## src/rtl/t06_period_meter.sv

```systemverilog
// Purpose: measures clk cycles between successive rising edges of async sig_i.
// Latency: sig_i rise -> internal edge SYNC_STAGES+1 cycles; valid_o/period_o one cycle later.
// Backpressure: none; each report is a one-cycle strobe and period_o holds until the next.
//
// Ports:
//   clk        system clock, all state on the rising edge
//   nrst       async active-low reset (release expected to be synchronous to clk)
//   en_i       level-sensitive measurement enable
//   sig_i      asynchronous signal under measurement
//   period_o   most recent measured interval (WIDTH bits), held between reports
//   valid_o    one-cycle pulse, coincident with a period_o update
//   timeout_o  sticky: counter saturated before an edge arrived
module t06_period_meter #(
    parameter int WIDTH       = 19,
    parameter int SYNC_STAGES = 2     // must be >= 2
) (
    input  logic             clk,
    input  logic             nrst,
    input  logic             en_i,
    input  logic             sig_i,
    output logic [WIDTH-1:0] period_o,
    output logic             valid_o,
    output logic             timeout_o
);

    typedef enum logic [1:0] {
        ST_IDLE    = 2'd0,
        ST_ARM     = 2'd1,
        ST_MEASURE = 2'd2
    } state_t;

    localparam logic [WIDTH-1:0] CNT_MAX = '1;
    localparam logic [WIDTH-1:0] CNT_ONE = WIDTH'(1);

    // Synchronizer chain plus one history flop for edge detection.
    logic [SYNC_STAGES-1:0] sync_q, sync_d;
    logic                   s_d_q, s_d_d;
    logic                   s;
    logic                   sig_edge;

    state_t                 state_q, state_d;
    logic [WIDTH-1:0]       cnt_q, cnt_d;
    logic [WIDTH-1:0]       period_q, period_d;
    logic                   valid_q, valid_d;
    logic                   timeout_q, timeout_d;

    assign s        = sync_q[SYNC_STAGES-1];
    assign sig_edge = s & ~s_d_q;

    // The input path runs regardless of en_i, so a level that is already high
    // at enable time has s_d = 1 and cannot masquerade as an edge.
    always_comb begin
        sync_d = {sync_q[SYNC_STAGES-2:0], sig_i};
        s_d_d  = s;
    end

    // Next-state logic. Precedence: disable, then edge, then saturation.
    always_comb begin
        state_d   = state_q;
        cnt_d     = cnt_q;
        period_d  = period_q;
        valid_d   = 1'b0;
        timeout_d = timeout_q;

        if (!en_i) begin
            // Disabled: abandon any interval in progress; the last report stays visible.
            state_d   = ST_IDLE;
            cnt_d     = '0;
            timeout_d = 1'b0;
        end else begin
            unique case (state_q)
                ST_IDLE: begin
                    // One cycle of settling after enable; edges here are ignored.
                    cnt_d   = '0;
                    state_d = ST_ARM;
                end

                ST_ARM: begin
                    // First edge only starts timing; it has no predecessor to measure from.
                    if (sig_edge) begin
                        state_d = ST_MEASURE;
                        cnt_d   = CNT_ONE;
                    end else begin
                        cnt_d = '0;
                    end
                end

                ST_MEASURE: begin
                    if (sig_edge) begin
                        // cnt equals cycles elapsed since the previous edge, because
                        // it was loaded with 1 on that edge's cycle.
                        period_d  = cnt_q;
                        valid_d   = 1'b1;
                        timeout_d = 1'b0;
                        cnt_d     = CNT_ONE;
                    end else if (cnt_q == CNT_MAX) begin
                        // Too slow or stuck: flag and wait for a fresh pair of edges.
                        timeout_d = 1'b1;
                        state_d   = ST_ARM;
                        cnt_d     = '0;
                    end else begin
                        cnt_d = cnt_q + CNT_ONE;
                    end
                end

                default: begin
                    state_d = ST_IDLE;
                    cnt_d   = '0;
                end
            endcase
        end
    end

    always_ff @(posedge clk or negedge nrst) begin
        if (!nrst) begin
            sync_q    <= '0;
            s_d_q     <= 1'b0;
            state_q   <= ST_IDLE;
            cnt_q     <= '0;
            period_q  <= '0;
            valid_q   <= 1'b0;
            timeout_q <= 1'b0;
        end else begin
            sync_q    <= sync_d;
            s_d_q     <= s_d_d;
            state_q   <= state_d;
            cnt_q     <= cnt_d;
            period_q  <= period_d;
            valid_q   <= valid_d;
            timeout_q <= timeout_d;
        end
    end

    assign period_o  = period_q;
    assign valid_o   = valid_q;
    assign timeout_o = timeout_q;

endmodule

```

## config.mk

```make
export PLATFORM = sky130hd
export DESIGN_NAME = t06_period_meter
export DESIGN_NICKNAME = d
export VERILOG_FILES = /design/src/rtl/t06_period_meter.sv
export SDC_FILE = /design/constraint.sdc
export NUM_CORES = 1
export LEC_CHECK = 0
export BUFFER_PORTS_ARGS = -buffer_cell sky130_fd_sc_hd__clkbuf_2
export CORE_AREA = 2 2 70 72
export CTS_BUF_LIST = sky130_fd_sc_hd__clkbuf_16
export CTS_CLUSTER_DIAMETER = 50
export CTS_CLUSTER_SIZE = 14
export DETAILED_ROUTE_END_ITERATION = 10
export DIE_AREA = 0 0 72 74
export GPL_TIMING_DRIVEN = 0
export PLACE_DENSITY_LB_ADDON = 0.2
export SYNTH_ARGS = -nofsm -noshare
export SYNTH_HDL_FRONTEND = slang
export SYNTH_SLANG_ARGS = --single-unit
```

## constraint.sdc

```tcl
create_clock -name clk -period 3 [get_ports clk]
set_input_delay 0.15 -clock clk [delete_from_list [all_inputs] [get_ports clk]]
set_output_delay 0.15 -clock clk [all_outputs]
set_load 0.01 [all_outputs]
```

==> impl_results.md, run 1 <==
* Clock root buffer: clkbuf_16
* Skew final at 0.00355 ns
* First-pass GRT wire length at 5730 µm
* Final RePlAce weighted congestion at 0.878
* Finished Layout Cells at 252
* Initial DRC count at 53
* Post-Syn Area at 1970 µm²
* Leak pwr at 0.00108 µW
* Crit path cell chain: ha_1 > nand3_1 > or4_4 > or3_4 > a21oi_4 > mux2i_1
* Max-cap violations at 0
* Unrepaired setup endpoints after global routing: no
* Routed via count at 1299
* Routed WL at 3330 µm
* Vias in the first global route at 1284
* Critical path arrival at 2.49 ns
* Ys Warns at 0
* FMAX at 437 MHz
* Area leader, netlist: dfrtp_1
* Share of layout cells above drive strength 1 at roughly 28%
* Die Wd at 72 µm
* Syn_nets at 176
* Placed cell area at roughly 2100 µm²
* Fin crit period at 2.29 ns
* Die Y at 74 µm
* Synth Area per Inst at 11.7 µm²
* TritonCTS clock tree: yes
* Final instance area at 2290 µm²
* CTS H-tree lvls at 2
* Fin nets at 207
* Initial Util at between 40% and 50%
* Maximum VDD drop at slightly below 500 µV
* HP Class: input port to async pin
* Synth top area share at 57.3%
* Slew HR at 27.4%
* Most common cell after layout, fill and taps aside: dfrtp_1
* Die footprint at 5330 µm²
* ANT nets after route at 0
* Post-CTS setup buffer count at 0
* # clock sinks at 45
* Setup Viol. Count Final at 0
* Setup crit start kind: flip-flop
* Slowest cell on crit path: or4_4
* Synthesized flop and latch total at 45
* Worst-path fanout max at 5
* Clock Path Buffers at 2
* Final hold viol count at 0
* Placed Cells at 245
* Data required time of the worst path at around 3.2 ns
* Post-DP HPWL at 2370 µm
* Vias/cell at 5.15
* DR WL/cell at 13.2 µm
* Num rows at 25
* Clk Latency, worst-skew pair at 0.28 ns
* Outcome: complete, no violations
* Top Ports at 25
* Hold WS at 0.0671 ns
* Most frequent cells in the layout: 45 x dfrtp_1, 23 x nor2_1, 23 x clkbuf_2, 18 x mux2_2, 16 x nand2_1
* Crit Path Category: flip-flop to flip-flop
* Final cell utilization of the core at 49.8%
* Seq/Total Area, Yosys at 57.3%
* Setup Total Neg Slack at 0 ns
* # DRC at 0
* Period utilization at 76.3%
* Gate Count Post-Synth at 168
* Synth cell types at 30
* Overflow left after global routing at 0
* Overall routing resource usage at 14.4%
* PortBufs at 23
* Top post-synthesis cells by area: dfrtp_1 57%, mux2_2 10%, xnor2_1 4.5%
* Least-Margin Pin Slew at ~1.1 ns
* Slew Limit Fails at 0
* CTS Buf Count at 5
* Clock transition at the registers of the reported paths at 0.06 ns
* Endpoint class of the critical path: flip-flop
* P&R area growth vs syn at 16.4%
* Initial DRT Pass Iterations at 4
* Largest net degree at the start of global routing at 46
* Initial antenna violation count at 0
* CP peak stage delay at roughly 0.57 ns
* Antenna diodes at 0
* CTS resizes at 0
* Core area at 4600 µm²
* Power Density at 560 nW/µm²
worst paths after layout:
kind / cells past startpoint / slack (ns) / to / start
min in group clk: 3 / 0.21 / timeout_o / en_i
min reg2reg: 0 / 0.35 / sync_q[1] / sync_q[0]
max reg2reg: 6 / 0.71 / state_q[1] / cnt_q[0]
min: 1 / 0.07 / period_o[5] / nrst
max in group asynchronous: 1 / 2.27 / state_q[1] / nrst
max: 6 / 0.71 / state_q[1] / cnt_q[0]
per-layer routing:
layer  vias to the layer above  track usage, %  share of wire (%)  wire [µm]
met5                         -               0                  0          0
met4                         0            6.29                1.9         63
met3                         6            4.07                4.1        136
met2                        25            24.7                 51       1710
met1                       644            17.0                 43       1420
li1                        624               -                  -          -
critical path: cells and delay by family, from the launching register on:
family,cells,cell delay [ns]
flip-flops,1,0.41
AO/OA/AOI/OAI,1,0.19
multiplexers,1,0.20
AND/OR/NAND/NOR,3,1.21
adder cells (fa/ha/maj),1,0.21
state kept, by name, summed over array words and instances, names as in the netlist:
name       cells
s_d_q          1
state_q        2
timeout_o      1
sync_q         2
cnt_q         19
valid_o        1
period_o      19
where the power goes:
part           internal, µW  switching, µW
Combinational          57.4           87.2
Sequential              625           15.4
Clock                   297            200
Total                   979            303
final cells by class:
type	count	area, µm²
fill	427	2310
sequential	45	1130
multi-input combinational	115	802
clock buffer	5	125
timing repair buffer	24	125
tap	54	67.6
buffer	4	22.5
inverter	4	15.0
clock inverter	1	5.00
Yosys cell counts:
library cell  number
a21oi_1            3
a21oi_4            1
and3_2             1
buf_1              1
buf_6              1
clkbuf_1           2
dfrtp_1           45
ha_1               4
inv_1              4
mux2_2            18
mux2i_1            2
nand2_1           16
nand2_2            1
nand2b_1           1
nand3_1           10
nand4_1            3
nand4_4            1
nor2_1            23
nor2b_1            1
nor3_1             5
nor4_1             2
nor4b_1            1
o21a_1             1
o21ai_0            1
or2_2              1
or3_2              1
or3_4              1
or4_4              1
xnor2_1           10
xor2_1             6
stage by stage:
step                setup WS [ns]  power, µW
floorplan                   0.914        755
global placement            0.735        788
global route                0.560       1350
CTS                         0.690       1310
finish                      0.710       1280
detailed placement          0.705        797
cells by family after synthesis:
group                    Yosys count  share of synthesized area [%]
XOR/XNOR                          16                           7.13
buffers and inverters              8                           1.91
flip-flops                        45                           57.3
multiplexers                      20                           11.3
AND/OR/NAND/NOR                   69                           17.6
adder cells (fa/ha/maj)            4                           2.55
AO/OA/AOI/OAI                      6                           2.23
what timing repair did:
item                                    in CTS  in global routing
hold buffers                                 1                  0
endpoints found under the setup margin       0                  0
hold endpoints to repair                     1                  0
(Power assumes the default switching activity.)
==> run 2: changes to the inputs <==
==> constraint.sdc (replaced) <==
create_clock -name clk -period 2.1 [get_ports clk]
set_input_delay 0.105 -clock clk [delete_from_list [all_inputs] [get_ports clk]]
set_output_delay 0.105 -clock clk [all_outputs]
set_load 0.01 [all_outputs]
==> run 2 against run 1 <==
Cell count is 2.0% higher. Core utilization rose by 1.5 points. Sequential power grew 43%. Design area is 3.0% higher. Worst setup slack worse by 0.63 ns. Clock power grew 43%. Clock-buffer cell count did not move. Sequential cell count did not move. Critical path type unchanged. Critical endpoint is now cnt_q[11]. Largest power group unchanged.
==> impl_results.md, run 2 (synthesis results as in run 1) <==
* Logic gate share of total power at 11.7% (was 11.3%)
* Die Wd at 72 µm (unchanged)
* Placed Cells at 245 (unchanged)
* Initial antenna violation count at 0 (unchanged)
* Power Density at 781 nW/µm² (was 560 nW/µm²)
* Pre-CTS setup slack at -0.195 ns (was 0.705 ns)
* Post-DP HPWL at 2370 µm (unchanged)
* Critical path arrival at 2.19 ns (was 2.49 ns)
* Reg2reg path depth at 6 (unchanged)
* Slew HR at 26.6% (was 27.4%)
* Core area at 4600 µm² (unchanged)
* Outcome: complete, no violations (unchanged)
* Placed cell area at 2150 µm² (unchanged)
* Initial Util at 42.7% (unchanged)
* Setup crit start kind: flip-flop (unchanged)
* CTS H-tree lvls at 2 (unchanged)
* PortBufs at 23 (unchanged)
* Slew Limit Fails at 0 (unchanged)
* Top Ports at 25 (unchanged)
* Final instance area at 2360 µm² (was 2290 µm²)
* Initial DRC count at 65 (was 53)
* Finished Layout Cells at 257 (was 252)
* Share of power burned in registers at 49.7% (was 49.9%)
* TritonCTS clock tree: yes (unchanged)
* Worst-path fanout max at 10 (was 5)
* Largest net degree at the start of global routing at 46 (unchanged)
* Period utilization at 96.4% (was 76.3%)
* Endpoint class of the critical path: flip-flop (unchanged)
* # clock sinks at 45 (unchanged)
* First-pass GRT wire length at 5820 µm (was 5730 µm)
* Die Y at 74 µm (unchanged)
* Num rows at 25 (unchanged)
* Routed via count at 1350 (was 1299)
* Final RePlAce weighted congestion at 0.878 (unchanged)
* Clock transition at the registers of the reported paths at 0.06 ns (about the same)
* Filler instances at 416 (was 427)
* Die footprint at 5330 µm² (unchanged)
* Unrepaired setup endpoints after global routing: yes (was no)
* Most common cell after layout, fill and taps aside: dfrtp_1 (unchanged)
* Clk Latency, worst-skew pair at 0.28 ns (about the same)
* Sw Share at 23.7% (was 23.6%)
* Setup Viol. Count Final at 0 (unchanged)
* Least-Margin Pin Slew at 1.10 ns (was 1.09 ns)
* Leak pwr at 0.00110 µW (was 0.00108 µW)
* Initial DRT Pass Iterations at 4 (unchanged)
* Final hold viol count at 0 (unchanged)
* Clock root buffer: clkbuf_16 (unchanged)
* Clk pwr share at 38.7% (was 38.8%)
* Routed WL at 3480 µm (was 3330 µm)
* Fin nets at 212 (was 207)
* Clock Path Buffers at 2 (unchanged)
* Final Worst Setup Slack at 0.0760 ns (was 0.710 ns)
* Fin crit period at 2.02 ns (was 2.29 ns)
* Setup Total Neg Slack at 0 ns (unchanged)
* Crit Path Category: flip-flop to flip-flop (unchanged)
* Antenna diodes at 0 (unchanged)
* Vias/cell at 5.25 (was 5.15)
* Final cell utilization of the core at 51.2% (was 49.8%)
* Overflow left after global routing at 0 (unchanged)
* P&R area growth vs syn at 19.9% (was 16.4%)
* Share of layout cells above drive strength 1 at 33.0% (was 28.3%)
* # DRC at 0 (unchanged)
* Skew final at 0.00303 ns (was 0.00355 ns)
* Overall routing resource usage at 14.6% (was 14.4%)
* Cell-internal power at 1400 µW (was 979 µW)
* DR WL/cell at 13.5 µm (was 13.2 µm)
* Data required time of the worst path at 2.27 ns (was 3.20 ns)
* Vias in the first global route at 1307 (was 1284)
* Net Switching at 437 µW (was 303 µW)
* Maximum VDD drop at 713 µV (was 495 µV)
* ANT nets after route at 0 (unchanged)
* CTS Buf Count at 5 (unchanged)
* Max-cap violations at 0 (unchanged)
* Most frequent cells in the layout: 42 x dfrtp_1, 24 x clkbuf_2, 23 x nor2_1, 18 x mux2_2, 16 x nand2_1 (was 45 x dfrtp_1, 23 x nor2_1, 23 x clkbuf_2, 18 x mux2_2, 16 x nand2_1)
* FMAX at 494 MHz (was 437 MHz)
* HP Class: input port to async pin (unchanged)
[run 2: cell count changes in the layout (fill, tap and decap cells not counted), sizes merged]
cell,change
buf,+4
clkbuf,+1
[run 2: area by class of cell]
class | instances | area [µm²] | area share, %
Sequential cell | 45 | 1130 | 48.0
Clock buffer | 5 | 125 | 5.31
Timing Repair Buffer | 29 | 163 | 6.90
Inverter | 4 | 15.0 | 0.637
Multi-Input combinational cell | 115 | 827 | 35.1
Buffer | 4 | 23.8 | 1.01
Clock inverter | 1 | 5.00 | 0.212
Tap cell | 54 | 67.6 | 2.87
[run 2: metrics by stage]
stage / hold WS [ns] / power (µW)
6_report: 0.0258 / 1840
5_1_grt: 0.123 / 1940
4_1_cts: 0.0651 / 1870
3_5_place_dp: 0.215 / 1140
3_3_place_gp: 0.216 / 1130
2_1_floorplan: -0.191 / 1080
[run 2: worst max-delay path, stage by stage (launching register included)]
cell,delay [ns]
dfrtp_2,0.43
nand4_4,0.16
or4_4,0.59
or3_4,0.38
nand2_2,0.13
buf_6,0.16
nor2_1,0.05
[run 2: power by group through the flow]
stage | clock network, µW | registers [µW] | logic (µW)
6_report | 712 | 914 | 214
5_1_grt | 775 | 917 | 246
4_1_cts | 741 | 912 | 216
3_5_place_dp | 0 | 930 | 208
3_3_place_gp | 0 | 927 | 198
2_1_floorplan | 0 | 926 | 152
[run 2: metal layers]
metal	track usage, %	share of wire, %
met1	17.1	43
met2	25.1	52
met3	4.07	3.7
met4	6.50	1.8
met5	0	0
[run 2: final timing paths]
check | start | to | slack (ns)
setup reg to reg | cnt_q[4] | cnt_q[11] | 0.08
hold reg to reg | sync_q[0] | sync_q[1] | 0.35
max in group asynchronous | nrst | cnt_q[5] | 1.34
min in group clk | en_i | timeout_o | 0.17
setup / recovery | cnt_q[4] | cnt_q[11] | 0.08
hold / removal | nrst | cnt_q[7] | 0.03
[run 2: repair_timing]
item | CTS | global route
gates resized for setup | 3 | 5
cloned | 0 | 0
hold buffers | 1 | 0
endpoints found under the hold margin | 1 | 0
pin swaps | 2 | 2
setup buffers | 2 | 3
setup endpoints to repair | 18 | 13
